--- config.mk ---
export PLATFORM = sky130hd
export DESIGN_NAME = text_console
export DESIGN_NICKNAME = d
export VERILOG_FILES = /design/src/rtl/console_pkg.sv /design/src/rtl/text_console.sv
export SDC_FILE = /design/constraint.sdc
export NUM_CORES = 1
export LEC_CHECK = 0
export ABC_AREA = 1
export BUFFER_PORTS_ARGS = -buffer_cell sky130_fd_sc_hd__buf_2
export CORE_MARGIN = 4
export CORE_UTILIZATION = 50
export DETAILED_ROUTE_END_ITERATION = 12
export PLACE_DENSITY = 0.74
export SLEW_MARGIN = 20
export SYNTH_ARGS = -nofsm -noshare
export SYNTH_HDL_FRONTEND = slang
export SYNTH_SLANG_ARGS = --single-unit
--- constraint.sdc ---
create_clock -name clk -period 1.8 [get_ports clk]
set_input_delay 0.27 -clock clk [delete_from_list [all_inputs] [get_ports clk]]
set_output_delay 0.27 -clock clk [all_outputs]
set_load 0.01 [all_outputs]
--- src/rtl/console_pkg.sv ---
// Shared constants and state type for the text console front end.
package console_pkg;

   localparam logic [7:0]  CC_BS     = 8'h08;
   localparam logic [7:0]  CC_LF     = 8'h0A;
   localparam logic [7:0]  CC_FF     = 8'h0C;
   localparam logic [7:0]  CC_CR     = 8'h0D;
   localparam logic [7:0]  CH_SPACE  = 8'h20;
   localparam logic [7:0]  CH_TILDE  = 8'h7E;
   localparam logic [11:0] TEXT_BASE = 12'h400;

   typedef enum logic [1:0] {
      StClearAll,
      StIdle,
      StWrite,
      StClearRow
   } state_e;

endpackage

--- src/rtl/text_console.sv ---
// Byte-stream to text-buffer bus master: tracks a cursor, prints printable bytes,
// interprets CR/LF/BS/FF and blanks rows as the screen wraps.
module text_console
   import console_pkg::*;
#(
   parameter int unsigned  COLS = 32,
   parameter int unsigned  ROWS = 30,
   parameter logic [11:0]  BASE = TEXT_BASE,
   localparam int unsigned CW   = (COLS > 1) ? $clog2(COLS) : 1,
   localparam int unsigned RW   = (ROWS > 1) ? $clog2(ROWS) : 1
) (
   input  logic          clk,
   input  logic          reset,
   input  logic [7:0]    in_data,
   input  logic          in_valid,
   output logic          in_ready,
   output logic [11:0]   addr,
   output logic [7:0]    data,
   output logic          rw,
   output logic          busy,
   output logic [CW-1:0] cur_col,
   output logic [RW-1:0] cur_row
);

   localparam int unsigned   CELLS    = ROWS * COLS;
   localparam logic [CW-1:0] COL_LAST = CW'(COLS - 1);
   localparam logic [RW-1:0] ROW_LAST = RW'(ROWS - 1);

   state_e        state_q;
   logic [CW-1:0] col_q;
   logic [RW-1:0] row_q;
   logic [10:0]   cnt_q;
   logic          pend_q;
   logic [11:0]   addr_q;
   logic [7:0]    data_q;
   logic          rw_q;
   logic          ready_q;
   logic          busy_q;

   function automatic logic [11:0] cell_addr(input logic [RW-1:0] r, input logic [CW-1:0] c);
      logic [31:0] a;
      a = 32'(BASE) + 32'(r) * COLS + 32'(c);
      return a[11:0];
   endfunction

   function automatic logic [11:0] lin_addr(input logic [10:0] idx);
      logic [31:0] a;
      a = 32'(BASE) + 32'(idx);
      return a[11:0];
   endfunction

   function automatic logic [RW-1:0] row_inc(input logic [RW-1:0] r);
      return (r == ROW_LAST) ? '0 : r + RW'(1);
   endfunction

   // Each transition emits the bus cycle for the following clock, so clears
   // issued from IDLE or WRITE start with their first cell already on the bus.
   always_ff @(posedge clk or negedge reset) begin
      if (!reset) begin
         state_q <= StClearAll;
         col_q   <= '0;
         row_q   <= '0;
         cnt_q   <= '0;
         pend_q  <= 1'b0;
         addr_q  <= BASE;
         data_q  <= CH_SPACE;
         rw_q    <= 1'b0;
         ready_q <= 1'b0;
         busy_q  <= 1'b1;
      end else begin
         rw_q <= 1'b0;
         unique case (state_q)
            StClearAll: begin
               if (32'(cnt_q) < CELLS) begin
                  rw_q   <= 1'b1;
                  addr_q <= lin_addr(cnt_q);
                  data_q <= CH_SPACE;
                  cnt_q  <= cnt_q + 11'd1;
               end else begin
                  state_q <= StIdle;
                  col_q   <= '0;
                  row_q   <= '0;
                  cnt_q   <= '0;
                  ready_q <= 1'b1;
                  busy_q  <= 1'b0;
               end
            end
            StIdle: begin
               if (in_valid) begin
                  if (in_data >= CH_SPACE && in_data <= CH_TILDE) begin
                     rw_q    <= 1'b1;
                     addr_q  <= cell_addr(row_q, col_q);
                     data_q  <= in_data;
                     state_q <= StWrite;
                     ready_q <= 1'b0;
                     busy_q  <= 1'b1;
                     if (col_q == COL_LAST) begin
                        col_q  <= '0;
                        row_q  <= row_inc(row_q);
                        pend_q <= 1'b1;
                     end else begin
                        col_q  <= col_q + CW'(1);
                        pend_q <= 1'b0;
                     end
                  end else begin
                     case (in_data)
                        CC_CR: col_q <= '0;
                        CC_LF: begin
                           col_q   <= '0;
                           row_q   <= row_inc(row_q);
                           rw_q    <= 1'b1;
                           addr_q  <= cell_addr(row_inc(row_q), '0);
                           data_q  <= CH_SPACE;
                           cnt_q   <= 11'd1;
                           state_q <= StClearRow;
                           ready_q <= 1'b0;
                           busy_q  <= 1'b1;
                        end
                        CC_BS: begin
                           if (col_q != '0) begin
                              col_q   <= col_q - CW'(1);
                              rw_q    <= 1'b1;
                              addr_q  <= cell_addr(row_q, col_q - CW'(1));
                              data_q  <= CH_SPACE;
                              pend_q  <= 1'b0;
                              state_q <= StWrite;
                              ready_q <= 1'b0;
                              busy_q  <= 1'b1;
                           end
                        end
                        CC_FF: begin
                           col_q   <= '0;
                           row_q   <= '0;
                           rw_q    <= 1'b1;
                           addr_q  <= BASE;
                           data_q  <= CH_SPACE;
                           cnt_q   <= 11'd1;
                           state_q <= StClearAll;
                           ready_q <= 1'b0;
                           busy_q  <= 1'b1;
                        end
                        default: ;
                     endcase
                  end
               end
            end
            StWrite: begin
               if (pend_q) begin
                  pend_q  <= 1'b0;
                  rw_q    <= 1'b1;
                  addr_q  <= cell_addr(row_q, '0);
                  data_q  <= CH_SPACE;
                  cnt_q   <= 11'd1;
                  state_q <= StClearRow;
               end else begin
                  state_q <= StIdle;
                  ready_q <= 1'b1;
                  busy_q  <= 1'b0;
               end
            end
            StClearRow: begin
               if (32'(cnt_q) < COLS) begin
                  rw_q   <= 1'b1;
                  addr_q <= cell_addr(row_q, CW'(cnt_q));
                  data_q <= CH_SPACE;
                  cnt_q  <= cnt_q + 11'd1;
               end else begin
                  state_q <= StIdle;
                  cnt_q   <= '0;
                  ready_q <= 1'b1;
                  busy_q  <= 1'b0;
               end
            end
            default: begin
               state_q <= StClearAll;
               cnt_q   <= '0;
            end
         endcase
      end
   end

   assign in_ready = ready_q;
   assign addr     = addr_q;
   assign data     = data_q;
   assign rw       = rw_q;
   assign busy     = busy_q;
   assign cur_col  = col_q;
   assign cur_row  = row_q;

endmodule

==> qor.yml <==
pin_count: 44
fmax_mhz: 554.1
cts_tree: "done"
finalWirelength_um: 8716
core-area_um2: 5956
grt_pass1_wl_um: 14370
clk_path_buf_depth: 2
start_util_pct: 51.66
grt_max_degree: 48
crit_chain: "inv_2 > ha_4 > inv_2 > or2_4 > nand2_4 > inv_4 > nand2_4 > nor2_4 > nand3_4 > buf_6 > inv_4 > or2_1"
htree_levels: 2
violations: "setup timing"
rsz0062_at_grt: "true"
hold_viol: 0
cp.required_ps: 2040
holdBufCountCts: 0
critPathKind: "reg -> reg"
power_density_nw_per_um2: 1546
setup_viol: 1
synthesis.nets: 483
layout_setup_ws_ps: -4.838
endpoint_kind: "flop"
avgSynthCellArea_um2: 6.660
ys_seq_area_share_pct: 38.35
cts_sinks: 47
dieArea_um2: 7473
place_congestion: 0.9668
finalNetCount: 574
dp_hpwl_um: 6306
crit_fanout: 7
track_usage_pct: 23.61
numCtsBuffers: 5
drv_cap: 0
synth_cell_types: 32
num_vias: 3288
grt_pass1_vias: 3101
final_cells: 629
dr.pass1.iters: 7
drive_gt1_share_pct: 27.26
fin_crit_sh_pct: 100.3
hold_class: "in -> async"
worst_pin_slew_ps: 596.5
die-height_um: 86.45
via_per_inst: 5.227
ant_nets: 0
cp_top_family: "simple AND/OR/NAND/NOR gates"
route.detailed.drc: 0
period_minus_slack_ps: 1805
cp_num_buf_inv: 5
tns_ps: -4.838
row_count: 28
critPathSlowestCell: "dfrtp_2"
yosys_warnings: 0
area_growth_pct: 31.68
grt-ovfl-total: 0
start_kind: "flop"
cts_root_buf: "clkbuf_8"
clk_pin_slew_worst_paths_ps: 90
die_x_um: 86.45
netlist_area_um2: 3077
avgRoutedWirePerCell_um: 13.86
cp_slowest_stage_delay_ps: 470
worstPathArrival_ps: 2050
synth_seq_cells: 47
drtIter0Drc: 248
diodes: 0
port-buffer-count: 43
dp_cells: 607
fillers: 496
finalMaxSlewViolations: 0
worst_ir_drop_vdd_uv: 1070
synth_cells: 462
clock_skew_ps: 4.604
clk_latency_ps: 310
status: "complete, but fails checks"
grt_antenna_before_repair: 0
leakage_uw: 0.002182
relSlewSlack_pct: 60.24
==> final timing paths <==
| kind | from | endpoint | slack, ps | cells after the start |
|---|---|---|---|---|
| setup / recovery | state_q[0]$_DFFE_PN0P_ | addr[10]$_DFFE_PN1P_ | -5 | 12 |
| min in group clk | in_data[3] | data[3]$_DFFE_PN0P_ | 220 | 3 |
| hold / removal | reset | cur_row[1]$_DFFE_PN0P_ | 40 | 2 |
| hold reg to reg | busy$_DFFE_PN1P_ | busy$_DFFE_PN1P_ | 470 | 2 |
| setup reg to reg | state_q[0]$_DFFE_PN0P_ | addr[10]$_DFFE_PN1P_ | -5 | 12 |
| max in group asynchronous | reset | state_q[0]$_DFFE_PN0P_ | 1320 | 2 |
==> metal layers <==
| layer | global-route usage (%) | wire (um) | vias up | part of all wire (%) |
|---|---|---|---|---|
| met5 | 0 | 0 | - | 0 |
| met4 | 5.807 | 140 | 0 | 1.6 |
| met3 | 3.707 | 504 | 15 | 5.8 |
| met2 | 38.87 | 4158 | 97 | 48 |
| met1 | 32.59 | 3913 | 1532 | 45 |
| li1 | - | - | 1644 | - |
==> area by class of cell <==
class,instances,area (um2),share of cell area (%)
multi-input cells,357,1814,44.78
flip-flops and latches,47,1181,29.15
repair buffers,93,655.6,16.18
inverters,49,191.4,4.725
well taps,75,93.84,2.316
clock buffers,5,68.82,1.699
clock inverters,3,46.29,1.143
==> metrics by stage <==
step | power (uW) | worst slack, ps | instance area [um2] | hold WS, ps | utilization [%]
after floorplan | 3609 | 29.64 | 3077 | -25.59 | -
after global placement | 4670 | 37.51 | 3611 | 398.5 | 60.63
after detailed placement | 4732 | -36.15 | 3611 | 402.2 | 60.63
after CTS | 5773 | -12.94 | 3809 | 72.23 | 63.95
after global routing | 6813 | -113.6 | 4051 | 90.38 | 68.03
final | 6265 | -4.838 | 4051 | 36.61 | 68.03
==> cells in the final DEF (no fill, tap or decap), types with 2 or more instances in the layout <==
master      n
a21oi_1    15
a22oi_1     2
buf_2      43
buf_4      43
buf_6       4
clkbuf_8    5
dfrtp_1    43
dfstp_2     3
ha_1        6
ha_2        2
ha_4        2
inv_1      42
inv_2       4
inv_4       3
nand2_1   160
nand2_2     9
nand2_4     6
nand3_1    21
nand3_2     3
nand4_1    11
nor2_1     56
nor2_2      5
nor2_4      6
nor3_1      4
o21a_1      2
o21ai_0    24
o21ai_1     8
o21bai_1    3
or2_4       2
xor2_1      3
==> state kept, by name, indices dropped and copies added, names as in the netlist <==
| name | count |
|---|---|
| addr | 12 |
| cnt_q | 11 |
| data | 8 |
| cur_col | 5 |
| cur_row | 5 |
| state_q | 2 |
| busy | 1 |
| in_ready | 1 |
| pend_q | 1 |
| rw | 1 |
==> cell families (layout without fill, tap and decap cells) <==
kind of cell / Yosys count / count (layout) / share of synthesized area, %
and+or+nand+nor: 285 / 285 / 38.06
AOI/OAI and AO/OA: 59 / 59 / 10.74
xor gates and xnor gates: 3 / 3 / 0.8542
DFF: 47 / 47 / 38.35
buffers and inverters: 58 / 150 / 7.931
adders and majority gates: 10 / 10 / 4.067
==> Yosys cell counts <==
master	instances	share of area, %
a22oi_1	2	0.49
nand3_2	2	0.65
nand2_1	172	21
xor2_1	3	0.85
dfstp_2	3	2.6
inv_2	2	0.24
a21oi_1	15	2.4
nor2_2	2	0.41
dfrtp_1	44	36
nand4_1	11	2.2
a31oi_1	1	0.20
nor2_1	64	7.8
inv_4	1	0.20
or2_2	1	0.20
a21oi_2	1	0.28
inv_1	46	5.6
o21ai_0	30	4.9
buf_2	4	0.65
a21oi_4	1	0.53
nand3_1	23	3.7
o21a_1	2	0.49
buf_6	2	0.73
o22ai_1	1	0.20
o21ai_1	3	0.49
nand2_2	3	0.61
o21bai_1	3	0.73
ha_1	10	4.1
buf_4	1	0.24
clkbuf_1	2	0.24
nor3_1	4	0.65
or2_1	2	0.41
nor2_4	1	0.37
==> where the power goes <==
part           internal [uW]  switching (uW)  leakage, uW
Clock                    419             388    0.0000548
Sequential              1370             266     0.000620
Combinational           1590            2230      0.00151
==> what timing repair did <==
| action | CTS | global route |
|---|---|---|
| cloned | 1 | 1 |
| endpoints found under the hold margin | 0 | 0 |
| resized for setup | 7 | 54 |
| setup buffers | 5 | 7 |
| pin swaps | 1 | 10 |
| endpoints found under the setup margin | 21 | 39 |
Power figures use the tool's default switching activity.
